## src/rtl/seven_seg_scan_driver.sv

```systemverilog
// Multiplexed seven-segment scan driver.
// Scans NUM_DIGITS digits one slot at a time, with a programmable on-window
// inside each slot, a leading guard band, per-digit blank/blink and decimal
// points. New content arrives through a single-entry shadow buffer and is
// applied only at a frame boundary, so a frame is never shown half-updated.
module seven_seg_scan_driver #(
  parameter int unsigned NUM_DIGITS       = 4,
  parameter int unsigned REFRESH_BITS     = 8,
  parameter int unsigned GUARD            = 2,
  parameter int unsigned BLINK_BITS       = 6,
  parameter bit          SEG_ACTIVE_LOW   = 1'b1,
  parameter bit          DIGIT_ACTIVE_LOW = 1'b1
) (
  input  logic                      clk,
  input  logic                      reset,
  input  logic                      update_valid,
  output logic                      update_ready,
  input  logic [NUM_DIGITS*7-1:0]   digit_data,
  input  logic [NUM_DIGITS-1:0]     dp_in,
  input  logic [NUM_DIGITS-1:0]     blank_mask,
  input  logic [NUM_DIGITS-1:0]     blink_mask,
  input  logic [REFRESH_BITS-1:0]   brightness,
  output logic [6:0]                segment,
  output logic                      dp_out,
  output logic [NUM_DIGITS-1:0]     digit_enable,
  output logic                      frame_start
);

  localparam int unsigned IDX_W = (NUM_DIGITS > 1) ? $clog2(NUM_DIGITS) : 1;
  localparam logic [IDX_W-1:0]        LAST_IDX = IDX_W'(NUM_DIGITS - 1);
  localparam logic [REFRESH_BITS-1:0] GUARD_V  = REFRESH_BITS'(GUARD);

  // Idle (unlit / inactive) levels for each output group.
  localparam logic [6:0]            SEG_OFF = SEG_ACTIVE_LOW ? 7'h7F : 7'h00;
  localparam logic                  DP_OFF  = SEG_ACTIVE_LOW;
  localparam logic [NUM_DIGITS-1:0] EN_OFF  = DIGIT_ACTIVE_LOW ? '1 : '0;

  // Scan state
  logic [REFRESH_BITS-1:0] refresh_ctr;
  logic [IDX_W-1:0]        digit_idx;
  logic [BLINK_BITS-1:0]   frame_ctr;

  // Shadow content (written by the handshake) and active content (displayed)
  logic                             pending;
  logic [NUM_DIGITS-1:0][6:0]       data_sh;
  logic [NUM_DIGITS-1:0]            dp_sh;
  logic [NUM_DIGITS-1:0]            blank_sh;
  logic [NUM_DIGITS-1:0]            blink_sh;
  logic [REFRESH_BITS-1:0]          bright_sh;
  logic [NUM_DIGITS-1:0][6:0]       data_act;
  logic [NUM_DIGITS-1:0]            dp_act;
  logic [NUM_DIGITS-1:0]            blank_act;
  logic [NUM_DIGITS-1:0]            blink_act;
  logic [REFRESH_BITS-1:0]          bright_act;

  // Decode of the current scan position
  logic                  slot_end;
  logic                  frame_end;
  logic                  in_window;
  logic                  digit_dark;
  logic                  lit;
  logic [6:0]            cur_seg;
  logic                  cur_dp;
  logic [NUM_DIGITS-1:0] onehot;

  assign update_ready = ~pending;

  // Slot/frame boundary detection and lit decision for the current digit.
  always_comb begin
    slot_end   = (refresh_ctr == '1);
    frame_end  = slot_end && (digit_idx == LAST_IDX);
    in_window  = (refresh_ctr >= GUARD_V) && (refresh_ctr < bright_act);
    digit_dark = blank_act[digit_idx] ||
                 (blink_act[digit_idx] && frame_ctr[BLINK_BITS-1]);
    lit        = in_window && !digit_dark;
    cur_seg    = data_act[digit_idx];
    cur_dp     = dp_act[digit_idx];
    onehot     = NUM_DIGITS'(1) << digit_idx;
  end

  // Slot counter, digit index and frame counter; all wrap freely.
  always_ff @(posedge clk) begin
    if (reset) begin
      refresh_ctr <= '0;
      digit_idx   <= '0;
      frame_ctr   <= '0;
    end else begin
      refresh_ctr <= refresh_ctr + 1'b1;
      if (slot_end) begin
        if (digit_idx == LAST_IDX) begin
          digit_idx <= '0;
          frame_ctr <= frame_ctr + 1'b1;
        end else begin
          digit_idx <= digit_idx + 1'b1;
        end
      end
    end
  end

  // Shadow capture on valid & ready, shadow-to-active transfer at frame end.
  // A pending entry blocks capture, so capture and apply are exclusive.
  always_ff @(posedge clk) begin
    if (reset) begin
      pending    <= 1'b0;
      data_sh    <= '0;
      dp_sh      <= '0;
      blank_sh   <= '0;
      blink_sh   <= '0;
      bright_sh  <= '0;
      data_act   <= '0;
      dp_act     <= '0;
      blank_act  <= '0;
      blink_act  <= '0;
      bright_act <= '0;
    end else if (pending) begin
      if (frame_end) begin
        data_act   <= data_sh;
        dp_act     <= dp_sh;
        blank_act  <= blank_sh;
        blink_act  <= blink_sh;
        bright_act <= bright_sh;
        pending    <= 1'b0;
      end
    end else if (update_valid) begin
      data_sh   <= digit_data;
      dp_sh     <= dp_in;
      blank_sh  <= blank_mask;
      blink_sh  <= blink_mask;
      bright_sh <= brightness;
      pending   <= 1'b1;
    end
  end

  // Registered pin drive, one clock behind the scan state it reflects.
  always_ff @(posedge clk) begin
    if (reset) begin
      segment      <= SEG_OFF;
      dp_out       <= DP_OFF;
      digit_enable <= EN_OFF;
      frame_start  <= 1'b0;
    end else begin
      frame_start <= frame_end;
      if (lit) begin
        segment      <= cur_seg ^ SEG_OFF;
        dp_out       <= cur_dp ^ DP_OFF;
        digit_enable <= onehot ^ EN_OFF;
      end else begin
        segment      <= SEG_OFF;
        dp_out       <= DP_OFF;
        digit_enable <= EN_OFF;
      end
    end
  end

endmodule
```

## config.mk

```make
export PLATFORM = sky130hd
export DESIGN_NAME = seven_seg_scan_driver
export DESIGN_NICKNAME = d
export VERILOG_FILES = /design/src/rtl/seven_seg_scan_driver.sv
export SDC_FILE = /design/constraint.sdc
export NUM_CORES = 1
export LEC_CHECK = 0
export BUFFER_PORTS_ARGS = -buffer_cell sky130_fd_sc_hd__buf_2
export CORE_ASPECT_RATIO = 0.5
export CORE_MARGIN = 5
export CORE_UTILIZATION = 30
export CTS_CLUSTER_DIAMETER = 50
export CTS_CLUSTER_SIZE = 14
export DETAILED_ROUTE_END_ITERATION = 8
export PLACE_DENSITY = 0.49
export REMOVE_ABC_BUFFERS = 1
export SLEW_MARGIN = 20
export SYNTH_ARGS = -nofsm -noshare
export SYNTH_HDL_FRONTEND = slang
export SYNTH_SLANG_ARGS = --single-unit
```

## constraint.sdc

```tcl
create_clock -name clk -period 4.3 [get_ports clk]
set_input_delay 0.86 -clock clk [delete_from_list [all_inputs] [get_ports clk]]
set_output_delay 0.86 -clock clk [all_outputs]
set_load 0.01 [all_outputs]
```

== Yosys cells after proc, flatten, opt, wreduce, memory -nomap -nowiden ==
Cells that the tools add are included.
Cells by class
  add/subtract/negate cells: 3
  reductions and logical operators: 10
  magnitude comparators: 3
  equal/unequal tests: 2
  shifts and indexed selects: 1
  bitwise logic cells: 5
  mux-type cells: 12
Operators by type and width (number)
  $bmux 7 s2: 1
  $add 8x1->8 const B: 1
  $eq 8x8->1 const B: 1
  $ge 8x2->1 const B: 1
  $lt 8x8->1: 1
  $mux 7: 1
  $not 7->7: 1
  $add 6x1->6 const B: 1
  $bmux 1 s2: 3
  $mux 1: 6
  $reduce_and 2->1: 3
  $logic_and 1x1->1: 4
  $not 4->4: 1
  $shl 1x2->4 const A: 1
  $lt 2x3->1 const B: 1
  $not 1->1: 3
  $add 2x1->2 const B: 1
  $eq 2x2->1 const B: 1
  $mux 2: 1
  $reduce_or 2->1: 1
  $logic_not 1->1: 1
  $logic_or 1x1->1: 1
Storage, ports and cells
  logic and storage cells: 60
  output and inout bits: 14
  input bits: 51
  flip-flop bits (word level): 126

== Longest topological paths before layout ==
Gate-level depths: netlist of the first run.
  depth after elaboration: 8
  mapped depth: 8
  mapped depth without buffers: 6

== Worst setup path after synthesis of the first run ==
No wires, ideal clock.
  kind: input port to flip-flop
  start: in reset
  end: reg digit_enable[1]
  required time: 4178 ps
  setup slack: 2364 ps
  arrival time: 1814 ps
  path buffers: 2
  cell stages on the path: 6
  library setup time: 122 ps
  cell sequence: clkbuf_1 or2_2 a211oi_2 o31a_2 buf_6 nand3_1
On the way
  longest elaborated chain between the ends: 1
Ends and longest elaborated chain
  from (decl): RTL line 15  | input logic reset,
  $reduce_or 2->1 (no source line)
  to (signal assigned): RTL line 146  | digit_enable <= onehot ^ EN_OFF;
  to (decl): RTL line 25  | output logic [NUM_DIGITS-1:0] digit_enable,
Every way passes these cells.
A chain may end at the register's enable or synchronous reset.

== Worst setup path in the final report of the first run ==
  start: reg digit_idx[0]
  end: reg segment[2]
On the way
  longest elaborated chain between the ends: 8
  elaborated cells on any way between the ends: 13
  classes of those cells: mux: 6; bitwise: 2; reduce/logical: 5
Ends and longest elaborated chain
  from (decl): RTL line 40  | logic [IDX_W-1:0] digit_idx;
  from (signal assigned): RTL line 94  | digit_idx <= digit_idx + 1'b1;
  $bmux 1 s2: RTL line 74  | (blink_act[digit_idx] && frame_ctr[BLINK_BITS-1]);
  $mux 1 (implied by the code): RTL line 74
  $logic_and 1x1->1: RTL line 74
  $logic_or 1x1->1: RTL line 73  | digit_dark = blank_act[digit_idx] ||
  $logic_not 1->1: RTL line 75  | lit = in_window && !digit_dark;
  $logic_and 1x1->1: RTL line 75
  $not 1->1 (no source line)
  $reduce_or 2->1 (no source line)
  to (signal assigned): RTL line 144  | segment <= cur_seg ^ SEG_OFF;
  to (decl): RTL line 23  | output logic [6:0] segment,
Several ways; a longest one is shown, not always the timed one. The select of a mux whose other input is x is not followed.

==> impl_metrics.yaml, run 1 <==
synthesis:
  synth.top_cell.area_share: 0.516
  yosys.area.top_type: "dfxtp_1"
  synth.most_common_cell: "nand2_1"
  yosys.area_share.simple: 0.214
  syn-instance-count: 577
  synth.cell_area_sq_um: 4890
  synth_compound_area_frac: 0.118
  synthAdderAreaFrac: 0.0359
  ys_seq_elements: 126
  seq_area_frac_synth: 0.516
  synth_top_family_by_area: "simple AND/OR/NAND/NOR gates"
  ys.flop_type: "dfxtp_1"
  yosys_warnings: 0
  ys_top_cells_by_area: "dfxtp_1 (52%), nand2_1 (15%), a21oi_1 (10%), mux4_2 (4.1%), ha_1 (3.6%)"
  ys_async_sr_fraction: 0
  synth_edf_count: 0
  yosys.cell_types.count: 35
  syn_avg_cell_area_sq_um: 8.47
  synth_xor_area_frac: 0.0161
  synth.area.mux_share: 0.0479
  synth_commonest_cells: "nand2_1 (198), dfxtp_1 (126), a21oi_1 (101), clkbuf_1 (19), nand3_1 (18)"
drt:
  drc: 0
  first_iter_violations: 215
  drt-vias-per-instance: 4.47
  vias: 3854
  final_antenna_net_count: 0
  wirelength_um: 10700
  wl_per_cell_um: 12.4
  first_pass_iters: 5
global_routing:
  grt_overflow: 0
  grt_use_total: 0.116
  grt_max_degree: 64
  grt_pass1_wl_um: 17800
  antenna_found_initial: 0
  grt_pass1_vias: 3727
timing:
  fmax_mhz: 418
  worst-slew-pin-transition_ns: 0.911
  layout_setup_ws_ns: 1.91
  hold_viol: 0
  setup_viol: 0
  slew_headroom: 0.391
  finalCritPeriodShare: 0.556
  drv_slew: 0
  clock_skew_ns: 0.0107
  rsz0062_at_grt: "no"
  fin_crit_ns: 2.39
  fin_setup_tns_ns: 0
place:
  place_ws_ns: 1.83
  numPortBuffers: 64
  gp_congestion: 0.726
  hpwlAfterDp_um: 6650
  place_area_sq_um: 5310
  place_inst: 830
floorplan:
  die_area_sq_um: 19100
  io_pins: 65
  die_h_um: 100
  initial_core_util: 0.302
  core_area_sq_um: 16200
  core.rowCount: 33
  die_w_um: 190
cells_and_area:
  area_growth_pct: 21.6
  finalNonFillerCells: 863
  drive_above_1_share: 0.181
  fin_nets: 688
  final_area_sq_um: 5940
  utilization: 0.367
  n_antenna_cell: 0
critical_path:
  arrival_ns: 2.64
  critPathKind: "reg2reg"
  path_max_fanout: 16
  cp-start-kind: "flip-flop"
  worstPathRequired_ns: 4.55
  critPathCaptureType: "flip-flop"
  critical_path.reg2reg.startpoint: "digit_idx[0]"
  startpoint: "digit_idx[0]"
clock_network:
  ctsLongestPathBuffers: 2
  cts_tree: "done"
  root_buffer: "clkbuf_16"
  clkLatencyLatePin_ns: 0.41
  hold_buffers: 0
  numCtsBuffers: 17
  htreeDepth: 4
  cts_resized: 0
  clk_pin_slew_ns: 0.06
  postCtsSetupRepairBufs: 0
  cts_sinks: 126
job:
  maxCapViolCount: 0
hold_path:
  hold_start: "blink_sh[3]"
  worstHoldPathType: "reg2reg"
power:
  p_leak_nw: 2.17
  power_frac_clock: 0.516
  p_int_mw: 2.16
  sequentialPowerShare: 0.437
  p_sw_frac: 0.224
  p_per_area_nw_per_um2: 469
  ir_drop_mv: 0.247
  p_switching_mw: 0.626
  power_frac_comb: 0.047
outcome:
  status: "complete, no violations"
## metrics by stage
stage	power, mW	hold slack (ns)
CTS	2.82	0.451
floorplan	1.30	0.426
finish	2.79	0.448
global route	2.91	0.464
global placement	1.37	0.440
detailed placement	1.38	0.443
## per-layer routing
| metal | GRT usage | vias to the layer above | routed length (um) |
|---|---|---|---|
| met2 | 0.200 | 41 | 5230 |
| met3 | 0.0330 | 13 | 313 |
| met4 | 0.0414 | 0 | 140 |
| li1 | - | 2006 | - |
| met5 | 0 | - | 0 |
| met1 | 0.140 | 1794 | 5000 |
## final cells by class
cell class / count / area (sq um)
repair buffers: 67 / 365
flip-flops and latches: 126 / 2520
multi-input cells: 399 / 2120
fillers: 1713 / 10200
well taps: 227 / 284
inverters: 12 / 45.0
clock buffers: 19 / 433
clock inverters: 13 / 166
## cell families after synthesis
group / after synthesis
fa+ha+maj: 14
mux: 12
flops: 126
buf+inv: 52
xor+xnor: 9
compound gates: 110
simple gates: 254
## layout by cell type (no fill, tap or decap), types with 2 or more instances in the layout
cell        instances
mux4_2              9
o21ai_0             2
buf_2              63
clkinvlp_4          3
nand2_1           197
inv_1              12
and3_1              2
bufinv_16           3
nor2_1             16
clkbuf_1            2
or4_1               2
ha_1               14
a21oi_1           101
nand3_1            18
mux2i_1             2
xor2_1              6
nand4_1             8
buf_4               3
clkinv_4            4
clkbuf_16          17
dfxtp_1           126
xnor2_1             3
clkinv_2            2
or3_1               3
## path summary, 6_finish.rpt
check / endpoint / slack, ns / cells after the start
max: segment[2] / 1.91 / 3
min reg2reg: blink_act[3] / 0.45 / 2
min: blink_act[3] / 0.45 / 2
max reg2reg: segment[2] / 1.91 / 3
## flip-flops by register name, indices dropped and copies added (netlist names), 6 cells and up
name and flops:
frame_ctr 6, bright_act 8, bright_sh 8, data_act 28, segment 7, refresh_ctr 8
data_sh 28
## power by group through the flow
stage	combinational (mW)	clock, mW	sequential, mW
CTS	0.131	1.47	1.22
global placement	0.129	0	1.25
detailed placement	0.130	0	1.24
finish	0.131	1.44	1.22
floorplan	0.0660	0	1.24
global route	0.153	1.53	1.22
## worst max-delay path: stages, from the launching register on
cell	delay (ns)
dfxtp_1	0.89
mux2_2	0.43
a311oi_2	0.77
nand3_1	0.14
No activity file was read; power rests on OpenSTA's default activity.
==> run 2, diff against run 1 <==
--- a/config.mk
+++ b/config.mk
@@ -12,7 +12,7 @@
 export CTS_CLUSTER_DIAMETER = 50
 export CTS_CLUSTER_SIZE = 14
 export DETAILED_ROUTE_END_ITERATION = 8
-export PLACE_DENSITY = 0.49
+export PLACE_DENSITY = 0.51
 export REMOVE_ABC_BUFFERS = 1
 export SLEW_MARGIN = 20
 export SYNTH_ARGS = -nofsm -noshare
==> constraint.sdc (replaced) <==
create_clock -name clk -period 2 [get_ports clk]
set_input_delay 0.4 -clock clk [delete_from_list [all_inputs] [get_ports clk]]
set_output_delay 0.4 -clock clk [all_outputs]
set_load 0.01 [all_outputs]
==> impl_metrics.yaml, run 2 (synthesized netlist as in run 1, its figures left out) <==
drt:
  first_iter_violations: 231
  wl_per_cell_um: 12.5
  drt-vias-per-instance: 4.45
  final_antenna_net_count: 0
  drc: 0
  first_pass_iters: 4
  wirelength_um: 10900
  vias: 3911
outcome:
  status: "complete, no violations"
cells_and_area:
  drive_above_1_share: 0.201
  fin_nets: 703
  utilization: 0.379
  final_area_sq_um: 6140
  multiInputGateArea_sq_um: 2140
  n_fill_cell: 1720
  layout_common_cells: "nand2_1 (197), dfxtp_1 (126), a21oi_1 (101)"
  regArea_sq_um: 2520
  top_regs: "data_act (28), data_sh (28)"
  final_common_cell: "nand2_1"
  finalNonFillerCells: 878
  n_antenna_cell: 0
  area_growth_pct: 25.6
timing:
  fin_crit_ns: 1.84
  setup_viol: 0
  drv_slew: 0
  worst-slew-pin-transition_ns: 0.646
  clock_skew_ns: 0.00926
  slew_headroom: 0.569
  rsz0062_at_grt: "no"
  whs_ns: 0.219
  hold_viol: 0
  fmax_mhz: 542
  finalCritPeriodShare: 0.922
power:
  p_sw_frac: 0.214
  power_mw: 6.09
  power_frac_comb: 0.050
  sequentialPowerShare: 0.430
  p_leak_nw: 2.28
  power_frac_clock: 0.520
  p_per_area_nw_per_um2: 993
  ir_drop_mv: 0.467
  p_switching_mw: 1.31
  p_int_mw: 4.79
clock_network:
  cts_resized: 0
  cts_sinks: 126
  clk_pin_slew_ns: 0.05
  clkLatencyLatePin_ns: 0.42
  htreeDepth: 4
  numCtsBuffers: 17
  ctsLongestPathBuffers: 2
  hold_buffers: 0
  postCtsSetupRepairBufs: 0
  root_buffer: "clkbuf_16"
  cts_tree: "done"
global_routing:
  grt_overflow: 0
  gr-max-usage-layer: "met2"
  grt_pass1_wl_um: 18400
  antenna_found_initial: 0
  met3_usage: 0.0309
  grt_use_met1: 0.155
  grt_use_total: 0.120
  grt_max_degree: 115
  grt_use_met2: 0.193
  grt_pass1_vias: 3854
place:
  numPortBuffers: 64
  place_area_sq_um: 5500
  place_inst: 846
  hpwlAfterDp_um: 7310
  gp_congestion: 0.779
critical_path:
  critPathKind: "reg2reg"
  worstPathRequired_ns: 2.27
  reg2reg_to: "segment[0]"
  arrival_ns: 2.11
  endpoint: "segment[0]"
  cp-start-kind: "flip-flop"
  startpoint: "digit_idx[0]"
  r2r_slack_ns: 0.16
  critPathCaptureType: "flip-flop"
  ff2ff_path_depth: 5
  path_max_fanout: 12
  critical_path.reg2reg.startpoint: "digit_idx[0]"
hold_path:
  hold_start: "digit_data[19]"
  worstHoldPathType: "in2reg"
floorplan:
  io_pins: 65
  die_area_sq_um: 19100
  die_h_um: 100
  die_w_um: 190
  core.rowCount: 33
  initial_core_util: 0.302
  core_area_sq_um: 16200
job:
  maxCapViolCount: 0
[run 2: changes by cell type in the layout (fill, tap and decap cells not counted), sizes merged]
cell      before  now
clkbuf        19   22
inv           13   12
buf           67   82
clkinvlp       3    1
[run 2: worst min path at each step]
stage,to,slack [ns],cells past startpoint
finish,data_sh[19],0.22,3
global route,data_sh[15],0.21,3
CTS,data_sh[24],0.21,3
detailed placement,data_act[25],0.45,2
global placement,data_act[7],0.44,2
floorplan,blank_act[0],0.43,2
[run 2: routing by layer]
layer | share of wire | up-vias
met5 | 0 | -
met4 | 0.018 | 0
met3 | 0.022 | 17
met2 | 0.47 | 34
met1 | 0.49 | 1822
li1 | - | 2038
[run 2: worst max-delay path: stages, from the launching register on]
cell and delay, ns:
dfxtp_1 0.41, buf_4 0.21, mux4_2 0.51, a211oi_2 0.21, o31a_4 0.27, nand3_1 0.09
[run 2: cell type report]
type / instances / share of cell area
clock buffer: 22 / 0.0789
clock inverter: 10 / 0.0220
inverter: 12 / 0.00734
multi-input combinational: 399 / 0.350
sequential: 126 / 0.411
tap: 227 / 0.0463
timing repair buffer: 82 / 0.0848
[run 2: power by group through the flow]
stage	clock network (mW)	logic [mW]	registers, mW
after CTS	3.24	0.303	2.62
after floorplan	0	0.142	2.66
final	3.17	0.304	2.62
after global placement	0	0.298	2.67
after global routing	3.37	0.350	2.63
after detailed placement	0	0.302	2.67
[run 2: metrics by stage]
| stage | worst slack [ns] | TNS [ns] |
|---|---|---|
| CTS | 0.0433 | 0 |
| global route | 0.0170 | 0 |
| global placement | 0.0310 | 0 |
| detailed placement | 0.0575 | 0 |
| floorplan | -0.611 | -48.04 |
| finish | 0.156 | 0 |
